--- src/rtl/mips_state_dumper_pkg.sv ---
// mips_state_dumper_pkg
// Shared definitions for the MIPS state dumper: the dump sequencer state
// encoding, the out_src tag values and a small index helper.
// Optional feature macro: DUMPER_CHECKSUM_EN (the CSUM state is only
// reached when the macro is defined).
package mips_state_dumper_pkg;

  // Dump sequencer states: registers first, then memory, then the optional
  // checksum word, then a wait for the final word to drain.
  typedef enum logic [2:0] {
    IDLE = 3'd0,
    REGS = 3'd1,
    MEMS = 3'd2,
    CSUM = 3'd3,
    FIN  = 3'd4
  } dump_state_e;

  // Tag carried on out_src telling the host where the word came from.
  localparam logic [1:0] SRC_REG  = 2'b00;
  localparam logic [1:0] SRC_MEM  = 2'b01;
  localparam logic [1:0] SRC_CSUM = 2'b10;

  // True when idx addresses the final entry of a region holding count words.
  function automatic logic is_last(input int unsigned idx, input int unsigned count);
    return idx == (count - 1);
  endfunction

endpackage

--- src/rtl/mips_state_dumper_if.sv ---
// mips_state_dumper_if
// Valid/ready word stream leaving the state dumper.
//   out_valid  : out_* holds a word
//   out_ready  : sink accepts the word when out_valid && out_ready
//   out_data   : dumped word
//   out_src    : 00 register, 01 memory, 10 checksum
//   out_index  : register number or memory word index
// Modports: master (the dumper drives the stream), slave (the sink).
interface mips_state_dumper_if #(
  parameter int DATA_W     = 32,
  parameter int MEM_ADDR_W = 8
);

  logic                  out_valid;
  logic                  out_ready;
  logic [DATA_W-1:0]     out_data;
  logic [1:0]            out_src;
  logic [MEM_ADDR_W-1:0] out_index;

  modport master (
    output out_valid,
    output out_data,
    output out_src,
    output out_index,
    input  out_ready
  );

  modport slave (
    input  out_valid,
    input  out_data,
    input  out_src,
    input  out_index,
    output out_ready
  );

endinterface

--- src/rtl/mips_state_dumper_dump_out_reg.sv ---
// dump_out_reg
// Single-entry valid/ready holding register for the dump stream.
//   clk, rst_n       : clock, asynchronous active-low reset
//   load             : capture load_* this cycle (only asserted when slot_free)
//   load_data/src/index : word and its tags to capture
//   out_ready        : sink ready
//   out_valid/data/src/index : registered stream outputs
//   slot_free        : register empty or being emptied by a handshake this cycle
// The outputs only change on a load or when the held word is accepted, so
// they are stable for the whole of any stall.
module dump_out_reg #(
  parameter int DATA_W = 32,
  parameter int IDX_W  = 8
) (
  input  logic              clk,
  input  logic              rst_n,
  input  logic              load,
  input  logic [DATA_W-1:0] load_data,
  input  logic [1:0]        load_src,
  input  logic [IDX_W-1:0]  load_index,
  input  logic              out_ready,
  output logic              out_valid,
  output logic [DATA_W-1:0] out_data,
  output logic [1:0]        out_src,
  output logic [IDX_W-1:0]  out_index,
  output logic              slot_free
);

  // A new word may enter when nothing is held or the held word leaves now;
  // this is what lets the stream run at one word per cycle with no bubbles.
  assign slot_free = !out_valid || out_ready;

  // Holding register: a load overwrites the slot, otherwise a handshake
  // empties it. Data fields are left untouched when the slot empties.
  always_ff @(posedge clk or negedge rst_n) begin
    if (!rst_n) begin
      out_valid <= 1'b0;
      out_data  <= '0;
      out_src   <= 2'b00;
      out_index <= '0;
    end else if (load) begin
      out_valid <= 1'b1;
      out_data  <= load_data;
      out_src   <= load_src;
      out_index <= load_index;
    end else if (out_ready) begin
      out_valid <= 1'b0;
    end
  end

endmodule

--- src/rtl/mips_state_dumper.sv ---
// mips_state_dumper
// Read-out engine for the single-cycle MIPS core. On a start pulse it walks
// the register file and then data memory through dedicated combinational
// read ports and streams every word out on a valid/ready interface.
//   clk, rst_n   : clock, asynchronous active-low reset
//   start        : begin a dump (sampled only when idle)
//   busy         : dump in progress
//   done         : one-cycle pulse after the last word is accepted
//   reg_rd_addr / reg_rd_data : register-file read port
//   mem_rd_addr / mem_rd_data : data-memory read port
//   dump         : output word stream (mips_state_dumper_if.master)
// Optional feature macro: DUMPER_CHECKSUM_EN -- when defined, one extra word
// (out_src=10) equal to the XOR of every word of the dump is appended.
module mips_state_dumper
  import mips_state_dumper_pkg::*;
#(
  parameter int REG_COUNT  = 32,
  parameter int MEM_DEPTH  = 256,
  parameter int DATA_W     = 32,
  parameter int MEM_ADDR_W = 8
) (
  input  logic                  clk,
  input  logic                  rst_n,
  input  logic                  start,
  output logic                  busy,
  output logic                  done,
  output logic [4:0]            reg_rd_addr,
  input  logic [DATA_W-1:0]     reg_rd_data,
  output logic [MEM_ADDR_W-1:0] mem_rd_addr,
  input  logic [DATA_W-1:0]     mem_rd_data,
  mips_state_dumper_if.master   dump
);

  localparam int IDX_W = MEM_ADDR_W;

  dump_state_e       state_q, state_d;
  logic [IDX_W-1:0]  idx_q, idx_d;
  logic              done_q, done_d;

  logic              load;
  logic [DATA_W-1:0] load_data;
  logic [1:0]        load_src;
  logic [IDX_W-1:0]  load_index;

  logic              out_valid;
  logic [DATA_W-1:0] out_data;
  logic [1:0]        out_src;
  logic [IDX_W-1:0]  out_index;
  logic              slot_free;

`ifdef DUMPER_CHECKSUM_EN
  logic [DATA_W-1:0] csum_q;
`endif

  // Read addresses come straight from the walking index so the read data is
  // available in the same cycle it is loaded into the output register.
  assign reg_rd_addr = (state_q == REGS) ? idx_q[4:0] : 5'd0;
  assign mem_rd_addr = (state_q == MEMS) ? idx_q : '0;

  assign busy = (state_q != IDLE);
  assign done = done_q;

  assign dump.out_valid = out_valid;
  assign dump.out_data  = out_data;
  assign dump.out_src   = out_src;
  assign dump.out_index = out_index;

  // State, index and done pulse registers.
  always_ff @(posedge clk or negedge rst_n) begin
    if (!rst_n) begin
      state_q <= IDLE;
      idx_q   <= '0;
      done_q  <= 1'b0;
    end else begin
      state_q <= state_d;
      idx_q   <= idx_d;
      done_q  <= done_d;
    end
  end

  // Sequencer: each region advances its index only when a word actually
  // enters the output register, so backpressure freezes the walk. FIN waits
  // for the last word to be accepted before pulsing done.
  always_comb begin
    state_d    = state_q;
    idx_d      = idx_q;
    done_d     = 1'b0;
    load       = 1'b0;
    load_data  = reg_rd_data;
    load_src   = SRC_REG;
    load_index = idx_q;

    case (state_q)
      IDLE: begin
        if (start) begin
          state_d = REGS;
          idx_d   = '0;
        end
      end

      REGS: begin
        if (slot_free) begin
          load = 1'b1;
          if (is_last(32'(idx_q), REG_COUNT)) begin
            state_d = MEMS;
            idx_d   = '0;
          end else begin
            idx_d = idx_q + IDX_W'(1);
          end
        end
      end

      MEMS: begin
        load_data = mem_rd_data;
        load_src  = SRC_MEM;
        if (slot_free) begin
          load = 1'b1;
          if (is_last(32'(idx_q), MEM_DEPTH)) begin
`ifdef DUMPER_CHECKSUM_EN
            state_d = CSUM;
`else
            state_d = FIN;
`endif
            idx_d   = '0;
          end else begin
            idx_d = idx_q + IDX_W'(1);
          end
        end
      end

`ifdef DUMPER_CHECKSUM_EN
      CSUM: begin
        load_data  = csum_q;
        load_src   = SRC_CSUM;
        load_index = '0;
        if (slot_free) begin
          load    = 1'b1;
          state_d = FIN;
        end
      end
`endif

      FIN: begin
        if (out_valid && dump.out_ready) begin
          state_d = IDLE;
          done_d  = 1'b1;
        end
      end

      default: begin
        state_d = IDLE;
      end
    endcase
  end

`ifdef DUMPER_CHECKSUM_EN
  // Running XOR of every register and memory word loaded in this dump;
  // cleared when a new dump is accepted.
  always_ff @(posedge clk or negedge rst_n) begin
    if (!rst_n) begin
      csum_q <= '0;
    end else if (state_q == IDLE && start) begin
      csum_q <= '0;
    end else if (load && (state_q == REGS || state_q == MEMS)) begin
      csum_q <= csum_q ^ load_data;
    end
  end
`endif

  dump_out_reg #(
    .DATA_W (DATA_W),
    .IDX_W  (IDX_W)
  ) u_out_reg (
    .clk        (clk),
    .rst_n      (rst_n),
    .load       (load),
    .load_data  (load_data),
    .load_src   (load_src),
    .load_index (load_index),
    .out_ready  (dump.out_ready),
    .out_valid  (out_valid),
    .out_data   (out_data),
    .out_src    (out_src),
    .out_index  (out_index),
    .slot_free  (slot_free)
  );

endmodule
--- src/flat_wrapper.sv ---
// flat-port wrapper written by rule: the top's interface ports become plain ports
module mips_state_dumper_flat import mips_state_dumper_pkg::*;
#(
  parameter int REG_COUNT  = 32,
  parameter int MEM_DEPTH  = 256,
  parameter int DATA_W     = 32,
  parameter int MEM_ADDR_W = 8
)
  (clk, rst_n, start, busy, done, reg_rd_addr, reg_rd_data, mem_rd_addr, mem_rd_data, dump_out_valid, dump_out_data, dump_out_src, dump_out_index, dump_out_ready);
  mips_state_dumper_if #(.DATA_W(DATA_W), .MEM_ADDR_W(MEM_ADDR_W)) dump_i ();
  input  logic clk;
  input  logic rst_n;
  input  logic start;
  output logic busy;
  output logic done;
  output logic [4:0] reg_rd_addr;
  input  logic [DATA_W-1:0] reg_rd_data;
  output logic [MEM_ADDR_W-1:0] mem_rd_addr;
  input  logic [DATA_W-1:0] mem_rd_data;
  output wire logic [$bits(dump_i.out_valid)-1:0] dump_out_valid;
  output wire logic [$bits(dump_i.out_data)-1:0] dump_out_data;
  output wire logic [$bits(dump_i.out_src)-1:0] dump_out_src;
  output wire logic [$bits(dump_i.out_index)-1:0] dump_out_index;
  input wire logic [$bits(dump_i.out_ready)-1:0] dump_out_ready;
  assign dump_out_valid = dump_i.out_valid;
  assign dump_out_data = dump_i.out_data;
  assign dump_out_src = dump_i.out_src;
  assign dump_out_index = dump_i.out_index;
  assign dump_i.out_ready = dump_out_ready;
  mips_state_dumper #(.REG_COUNT(REG_COUNT), .MEM_DEPTH(MEM_DEPTH), .DATA_W(DATA_W), .MEM_ADDR_W(MEM_ADDR_W)) u_core (.clk(clk), .rst_n(rst_n), .start(start), .busy(busy), .done(done), .reg_rd_addr(reg_rd_addr), .reg_rd_data(reg_rd_data), .mem_rd_addr(mem_rd_addr), .mem_rd_data(mem_rd_data), .dump(dump_i));
endmodule
--- config.mk ---
export PLATFORM = sky130hd
export DESIGN_NAME = mips_state_dumper_flat
export DESIGN_NICKNAME = d
export VERILOG_FILES = /design/src/rtl/mips_state_dumper_pkg.sv /design/src/rtl/mips_state_dumper_if.sv /design/src/rtl/mips_state_dumper_dump_out_reg.sv /design/src/rtl/mips_state_dumper.sv /design/src/flat_wrapper.sv
export SDC_FILE = /design/constraint.sdc
export NUM_CORES = 1
export LEC_CHECK = 0
export ABC_AREA = 1
export CORE_ASPECT_RATIO = 1.1
export CORE_UTILIZATION = 44
export DETAILED_ROUTE_END_ITERATION = 10
export PLACE_DENSITY_LB_ADDON = 0.05
export SYNTH_ARGS = -nofsm -noshare
export SYNTH_HDL_FRONTEND = slang
export SYNTH_SLANG_ARGS = --single-unit
export TNS_END_PERCENT = 30
--- constraint.sdc ---
create_clock -name clk -period 2.9 [get_ports clk]
set_clock_uncertainty 0.15 [all_clocks]
set_input_delay 0.58 -clock clk [delete_from_list [all_inputs] [get_ports clk]]
set_output_delay 0.58 -clock clk [all_outputs]
set_load 0.01 [all_outputs]
==> Word level (Yosys, flattened, before mapping) <==
Index checks and enable logic that the tools add are counted.
{ "totals": {"regBits": 55, "inputBits": 68, "out_inout_bits": 58, "elab_cells": 52} }
{ "classes": {"n_addsub": 1, "n_eq_ne": 11, "n_reduce_logical": 10, "muxes": 23} }
{ "op_table": {"columns": ["cell", "n"], "rows": [
  ["$mux W8", 6],
  ["$mux W32", 1],
  ["$pmux W8 S3", 1],
  ["$mux W3", 6],
  ["$pmux W3 S4", 1],
  ["$add A8 B1 Y8 const B", 1],
  ["$eq A8 B5 Y1 const B", 1],
  ["$eq A8 B8 Y1 const B", 1],
  ["$mux W1", 7],
  ["$ne A2 B1 Y1 const B", 3],
  ["$ne A2 B2 Y1 const B", 3],
  ["$reduce_and A6 Y1", 1],
  ["$reduce_bool A3 Y1", 2],
  ["$mux W5", 1],
  ["$reduce_and A4 Y1", 1],
  ["$eq A3 B1 Y1 const B", 1],
  ["$eq A3 B2 Y1 const B", 1],
  ["$eq A3 B3 Y1 const B", 1],
  ["$logic_not A3 Y1", 1],
  ["$reduce_bool A2 Y1", 1],
  ["$reduce_or A2 Y1", 1],
  ["$logic_and A1 B1 Y1", 1],
  ["$logic_not A1 Y1", 1],
  ["$logic_or A1 B1 Y1", 1]
]} }

==> Longest topological paths before layout <==
Gate-level depths: netlist of the first run.
{ "logic_depth": {"word_depth": 5, "depth_mapped": 10, "ltp_nobuf": 10} }

==> Modules after synthesis <==
From an unflattened synthesis of the first run, not the netlist that was laid out.
{ "unflattened": {"hier_cells": 422, "hier_area_um2": 2986.6} }
{ "by_module_without_submodules": {"columns": ["mod", "n_inst", "cells_each", "seq_area_each_um2", "area_per_inst_um2"], "rows": [
  ["dump_out_reg", 1, 182, 1076.0, 1726.7],
  ["mips_state_dumper", 1, 240, 300.3, 1260.0]
]} }

==> Least setup slack after synthesis of the first run <==
OpenSTA, ideal clock, no wires.
{ "synth_timing": {"kind": "reg2out", "startpoint": "register u_core.state_q[0]", "endpoint": "output mem_rd_addr[0]", "required_time_ns": 2.170, "path_stages_with_launch": 5, "path_buffers": 1, "slack_ns": 1.078, "arrival_time_ns": 1.092, "path_cell_list": "dfrtp_1 -> nor2_4 -> nand2_2 -> clkbuf_1 -> nor2_1"} }
{ "synth_via": {"elab_chain_cells": 2} }
{ "synth_rtl": {"columns": ["element", "line", "rtl"], "rows": [
  ["from (decl)", "mips_state_dumper.sv:36", "dump_state_e state_q, state_d;"],
  ["from (signal assigned)", "mips_state_dumper.sv:75", "state_q <= state_d;"],
  ["$eq A3 B2 Y1", "mips_state_dumper.sv:58", "assign mem_rd_addr = (state_q == MEMS) ? idx_q : '0;"],
  ["$mux W8", "mips_state_dumper.sv:58", null],
  ["to (decl)", "flat_wrapper.sv:18", "output logic [MEM_ADDR_W-1:0] mem_rd_addr;"]
]} }
Every way passes these cells.

==> Worst setup path in the final report of the first run <==
{ "layout_timing": {"startpoint": "register u_core.state_q[0]", "endpoint": "output mem_rd_addr[4]"} }
The elaborated chain is that of the path after synthesis.

==> results of run 1 <==
placed cells by master (no fill, tap or decap):
cell type / n
clkdlybuf4s50_1: 123
nor4_1: 2
nand2_1: 108
o21ai_0: 18
a21oi_1: 1
buf_4: 5
nand3b_1: 1
nor3_1: 1
nand4_1: 2
nand3_2: 1
nand2_2: 3
a31oi_2: 3
clkbuf_8: 5
a31oi_1: 29
buf_12: 1
xor2_1: 2
ha_1: 1
buf_2: 1
inv_8: 1
o211ai_1: 1
nor2_1: 59
conb_1: 1
dfrtp_1: 54
inv_1: 20
nand3_1: 11
clkbuf_1: 2
o21bai_1: 1
inv_2: 2
nor2_4: 1
synth_stat cells, drive strengths merged:
cell and n:
nand3 12, a21oi 1, inv 23, a31oi 32, ha 1, o211ai 1, nor2 60, buf 11
nand2 111, dfrtp 54, nand4 2, xor2 2, o21ai 18, nor4 2, clkbuf 6, nor3 1
conb 1, nand3b 1, o21bai 1
power groups by stage:
| stage | Clock, mW | Combinational [mW] | Sequential [mW] |
|---|---|---|---|
| finish | 0.390 | 2.04 | 1.21 |
| global route | 0.433 | 2.25 | 1.25 |
| CTS | 0.410 | 2.06 | 1.21 |
| floorplan | 0 | 1.11 | 1.34 |
| detailed placement | 0 | 2.06 | 1.23 |
| global placement | 0 | 2.02 | 1.21 |
worst reg2reg max path: cells and delay by family, from the launching register on:
| kind | cells | cell delay (ns) |
|---|---|---|
| AO/OA/AOI/OAI | 1 | 0.08 |
| buffers and inverters | 2 | 0.65 |
| flip-flops | 1 | 0.47 |
| AND/OR/NAND/NOR | 6 | 0.82 |
cells by family after synthesis:
family                     after synthesis
DFF                                     54
buffers and inverters                   40
other                                    1
adders and majority gates                1
AOI/OAI and AO/OA                       53
and+or+nand+nor                        189
xor gates and xnor gates                 2
layer usage:
metal	track usage (%)	share of wire, %	vias to the layer above
met5	0	0	-
met4	8.04	1.5	0
met3	4.15	4.6	10
met2	39.4	50	75
met1	29.2	44	1235
li1	-	-	1334
final cells by class:
| cell class | instances | area [sq um] | area share [%] |
|---|---|---|---|
| sequential | 54 | 1350 | 33.5 |
| tap | 77 | 96.3 | 2.39 |
| inverter | 23 | 93.8 | 2.33 |
| clock buffer | 7 | 76.3 | 1.89 |
| multi-input combinational | 246 | 1120 | 27.8 |
| timing repair buffer | 130 | 1290 | 32.1 |
state kept, by name, indices dropped and copies added, names as in the netlist:
register                    count
u_core.state_q                  3
u_core.idx_q                    8
u_core.done                     1
u_core.u_out_reg.out_index      8
u_core.u_out_reg.out_data      32
u_core.u_out_reg.out_src        1
u_core.u_out_reg.out_valid      1
worst paths after layout:
kind / startpoint / endpoint / slack (ns) / cells after the start
max: u_core.state_q[0] / mem_rd_addr[4] / 0.36 / 4
min: rst_n / u_core.u_out_reg.out_data[25] / 0.19 / 1
max reg2reg: u_core.state_q[0] / u_core.state_q[1] / 0.66 / 9
min reg2reg: u_core.u_out_reg.out_index[3] / u_core.u_out_reg.out_index[3] / 0.34 / 2
max in group asynchronous: rst_n / u_core.u_out_reg.out_index[2] / 1.74 / 2
min in group clk: u_core.u_out_reg.out_index[3] / u_core.u_out_reg.out_index[3] / 0.34 / 2
==> impl_metrics.py, run 1 <==
metrics = {
    "pwr": {
        "totalPowerFinal_mw": 3.64,
        "swShare_pct": 41.3,
        "leakagePower_nw": 1.73,
        "p_int_mw": 2.14,
        "combPwrFrac_pct": 56.0,
        "powerDensity_mw_per_mm2": 903,
        "ir_drop_v": 0.000847,
        "clockPowerShare_pct": 10.7,
        "p_seq_share_pct": 33.3,
        "switching_power_mw": 1.50,
    },
    "setup_path": {
        "cp.required_ns": 2.17,
        "worst_path_max_delay_cell": "clkdlybuf4s50_1",
        "cp_cell_sequence": "nor2_4, nand2_2, nor2_1, clkdlybuf4s50_1",
        "crit_family": "buffers and inverters",
        "path_class": "register to primary output",
        "startpoint_type": "register",
        "crit_arrival_ns": 1.81,
        "timing.critical_path.buf_inv": 1,
        "worst_setup_path_end_kind": "primary output",
        "slowest_delay_ns": 0.55,
        "critPathMaxFanout": 11,
    },
    "drt": {
        "detail_route.first_pass.iterations": 4,
        "drtAntennaViolNets": 0,
        "post_drt_wl_per_cell_um": 13.4,
        "wirelength_um": 7220,
        "vias": 2654,
        "drcViolationCount": 0,
        "drtIter0Drc": 165,
        "vias_per_cell": 4.94,
    },
    "timing": {
        "setup_tns_ns": 0,
        "timing.fmax_ghz": 0.394,
        "holdWs_ns": 0.193,
        "worst_slew_pin_slew_ns": 0.747,
        "rsz0062_at_grt": "no",
        "setup_ws_ns": 0.364,
        "fin_crit_sh_pct": 87.4,
        "final-max-slew-violation-count": 0,
        "finalCriticalPeriod_ns": 2.54,
        "setup_violations": 0,
        "final_hold_viol_count": 0,
        "slew_headroom_pct": 50.2,
    },
    "final_layout": {
        "layout-drive-gt1-share_pct": 5.00,
        "fillerInstances": 489,
        "final_core_util_pct": 69.5,
        "antenna-diode-count": 0,
        "stdcell_count": 537,
        "nets": 529,
        "synthToLayoutAreaGrowth_pct": 50.7,
        "final_area_sq_mm": 0.00403,
    },
    "cts": {
        "clock_sinks": 54,
        "clockRootBuffer": "clkbuf_8",
        "postCtsSetupBuffers": 0,
        "ctsHoldBuffers": 0,
        "clk_pin_slew_ns": 0.09,
        "post_cts_resized": 0,
        "htreeDepth": 2,
        "clk_latency_ns": 0.30,
        "clock_tree.buffer_depth": 2,
        "tritoncts": "yes",
        "cts_made_buffers": 5,
    },
    "logic_synthesis": {
        "syn_area_per_cell_sq_um": 7.88,
        "yosysTopAreaCell": "dfrtp_1",
        "syn-num-nets": 409,
        "synth_compound_area_share_pct": 12.3,
        "synth.distinct_cells": 27,
        "syn-cell-area_sq_mm": 0.00268,
        "synthMuxAreaShare_pct": 0,
        "synth-simple-area-share_pct": 28.4,
        "synthTopCellsByArea": "dfrtp_1 50%, nand2_1 15%, nor2_1 8.3%",
        "synth-seq-area-share_pct": 50.5,
        "ys_ff_latch": 54,
        "synth_top_family_by_area": "simple AND/OR/NAND/NOR gates",
        "yosys.area_share.xor_xnor_pct": 0.654,
        "syn_inst": 340,
        "ys_warn_count": 0,
        "synth_top_area_share_pct": 50.5,
        "synthAdderAreaFrac_pct": 0.467,
    },
    "global_route": {
        "antenna_found_initial": 0,
        "grt_pass1_vias": 2483,
        "grt_max_degree": 65,
        "track_usage_pct": 23.0,
        "grt_pass1_wl_um": 11800,
        "overflow": 0,
    },
    "place": {
        "dp.cells": 530,
        "pre_cts_ws_ns": 0.654,
        "hpwl_um": 5240,
        "dpl_cell_area_sq_mm": 0.00396,
        "portBuffers": 124,
        "gp_congestion": 0.917,
    },
    "floorplan": {
        "core_sq_mm": 0.00581,
        "die_area_sq_mm": 0.00640,
        "start_util_pct": 46.1,
        "die_h_um": 83.8,
        "rows": 29,
        "io_pins": 126,
        "die_w_um": 76.4,
    },
    "run": {
        "maxCapViolations": 0,
    },
    "hold_path": {
        "hold_path.class": "input port to asynchronous set/reset pin",
    },
    "run_status": {
        "status": "complete, no violations",
    },
}
(Power assumes the default switching activity.)
==> run 2: changes to the inputs <==
Settings changed: CORE_UTILIZATION 44 to 42, CTS_BUF_LIST set to sky130_fd_sc_hd__clkbuf_8.
Clock period 2.9 ns to 2.5 ns, I/O delays scaled along.
==> impl_metrics.py, run 2 (synthesis gave the netlist of run 1 again) <==
metrics = {
    "floorplan": {
        "core_sq_mm": 0.00616,
        "die_h_um": 85.7,
        "rows": 30,
        "io_pins": 126,
        "start_util_pct": 43.5,
        "die_area_sq_mm": 0.00670,
        "die_w_um": 78.1,
    },
    "timing": {
        "setup_tns_ns": 0,
        "finalCriticalPeriod_ns": 2.39,
        "timing.fmax_ghz": 0.418,
        "rsz0062_at_grt": "no",
        "setup_violations": 0,
        "fin_crit_sh_pct": 95.6,
        "worst_slew_pin_slew_ns": 0.656,
        "final_hold_viol_count": 0,
        "setup_ws_ns": 0.109,
        "slew_headroom_pct": 56.3,
        "final-max-slew-violation-count": 0,
    },
    "pwr": {
        "clockPowerShare_pct": 13.0,
        "p_seq_share_pct": 32.7,
        "p_int_mw": 2.56,
        "combPwrFrac_pct": 54.4,
        "powerDensity_mw_per_mm2": 1060,
        "swShare_pct": 41.0,
        "totalPowerFinal_mw": 4.34,
        "ir_drop_v": 0.00101,
        "switching_power_mw": 1.78,
        "leakagePower_nw": 1.76,
    },
    "setup_path": {
        "critPathMaxFanout": 10,
        "cp.required_ns": 1.85,
        "path_class": "register to primary output",
        "worst-path-stages": 4,
        "reg2reg_from": "u_core.state_q[0]",
        "r2r_end": "u_core.u_out_reg.out_data[21]",
        "crit_arrival_ns": 1.74,
        "slowest_delay_ns": 0.54,
        "cp_cell_sequence": "nor2_4, nand2_4, nor2_1, clkdlybuf4s50_1",
        "crit_family": "buffers and inverters",
        "timing.critical_path.buf_inv": 1,
        "r2r_cells": 8,
        "startpoint_type": "register",
        "r2r_slack_ns": 0.50,
        "worst_setup_path_end_kind": "primary output",
        "worst_path_max_delay_cell": "clkdlybuf4s50_1",
    },
    "place": {
        "pre_cts_ws_ns": 0.170,
        "dpl_cell_area_sq_mm": 0.00396,
        "portBuffers": 124,
        "hpwl_um": 5270,
        "gp_congestion": 0.859,
    },
    "cts": {
        "htreeDepth": 2,
        "clockRootBuffer": "clkbuf_8",
        "clock_sinks": 54,
        "clk_latency_ns": 0.30,
        "cts_made_buffers": 5,
        "clock_tree.buffer_depth": 2,
        "tritoncts": "yes",
        "clk_pin_slew_ns": 0.10,
        "ctsHoldBuffers": 0,
        "postCtsSetupBuffers": 0,
    },
    "run": {
        "maxCapViolations": 0,
    },
    "final_layout": {
        "antenna-diode-count": 0,
        "nets": 529,
        "largest_reg_flops": 32,
        "synthToLayoutAreaGrowth_pct": 52.6,
        "final_cell_mix": "123 x clkdlybuf4s50_1, 108 x nand2_1, 59 x nor2_1, 53 x dfrtp_1, 29 x a31oi_1",
        "top_register": "u_core.u_out_reg.out_data",
        "top_regs": "u_core.u_out_reg.out_data x32, u_core.idx_q x8, u_core.u_out_reg.out_index x8",
        "layout-drive-gt1-share_pct": 5.86,
        "final_common_cell": "clkdlybuf4s50_1",
        "final_area_sq_mm": 0.00409,
        "fillerInstances": 535,
    },
    "run_status": {
        "status": "complete, no violations",
    },
    "drt": {
        "drcViolationCount": 0,
        "top_layer_used": "met4",
        "post_drt_wl_per_cell_um": 13.6,
        "vias_per_cell": 4.88,
        "vias": 2639,
        "drtIter0Drc": 173,
        "wirelength_um": 7350,
        "wl_met1_um": 3350,
        "drtAntennaViolNets": 0,
        "wl_met3_um": 395,
        "detail_route.first_pass.iterations": 4,
        "wl_met2_um": 3490,
    },
    "global_route": {
        "grt_max_degree": 65,
        "antenna_found_initial": 0,
        "track_usage_pct": 22.6,
        "grt_pass1_vias": 2472,
        "overflow": 0,
        "grt_pass1_wl_um": 12000,
    },
    "hold_path": {
        "hold_path.class": "input port to asynchronous set/reset pin",
    },
}
## run 2: how the worst max path moves through the flow
stage,to,startpoint,slack (ns)
finish,mem_rd_addr[0],u_core.state_q[0],0.11
global route,reg_rd_addr[3],u_core.state_q[1],0.01
CTS,mem_rd_addr[6],u_core.state_q[0],0.03
detailed placement,u_core.idx_q[2],dump_out_ready,0.17
global placement,u_core.idx_q[2],dump_out_ready,0.23
floorplan,mem_rd_addr[0],u_core.state_q[0],0.76
## run 2: power by group through the flow
stage	logic [mW]	registers, mW	clock network, mW
floorplan	1.29	1.55	0
global placement	2.32	1.41	0
detailed placement	2.36	1.43	0
CTS	2.37	1.41	0.580
global route	2.64	1.46	0.613
finish	2.36	1.42	0.562
## run 2: worst reg2reg max path, stage by stage (launching register included)
cell,delay [ns]
dfrtp_2,0.47
nor2_4,0.18
nand2_4,0.12
buf_4,0.23
nand2_2,0.10
nand2_2,0.12
inv_8,0.28
nor2_1,0.08
a31oi_1,0.17
## run 2: final cells by class
class	count	area, sq um	area share [%]
repair buffers	130	1290	31.7
clock buffers	8	110	2.70
inverters	23	93.8	2.30
flip-flops and latches	54	1350	33.1
well taps	80	100	2.45
multi-input cells	246	1130	27.8
## run 2: per-stage QoR
stage	hold slack (ns)	utilization, %	cells
floorplan	0.0544	-	340
global placement	0.316	64.3	533
detailed placement	0.323	64.3	533
CTS	0.0772	66.1	541
global route	0.119	66.4	541
finish	0.0596	66.4	541
## run 2: metal layers
layer / up-vias / GRT usage, %
li1: 1336 / -
met4: 0 / 6.40
met3: 10 / 3.94
met2: 75 / 37.2
met5: - / 0
met1: 1218 / 30.6
## run 2: repair_timing
| item | CTS | global route |
|---|---|---|
| endpoints found under the setup margin | 0 | 13 |
| hold endpoints to repair | 0 | 0 |
| resized for setup | 0 | 3 |
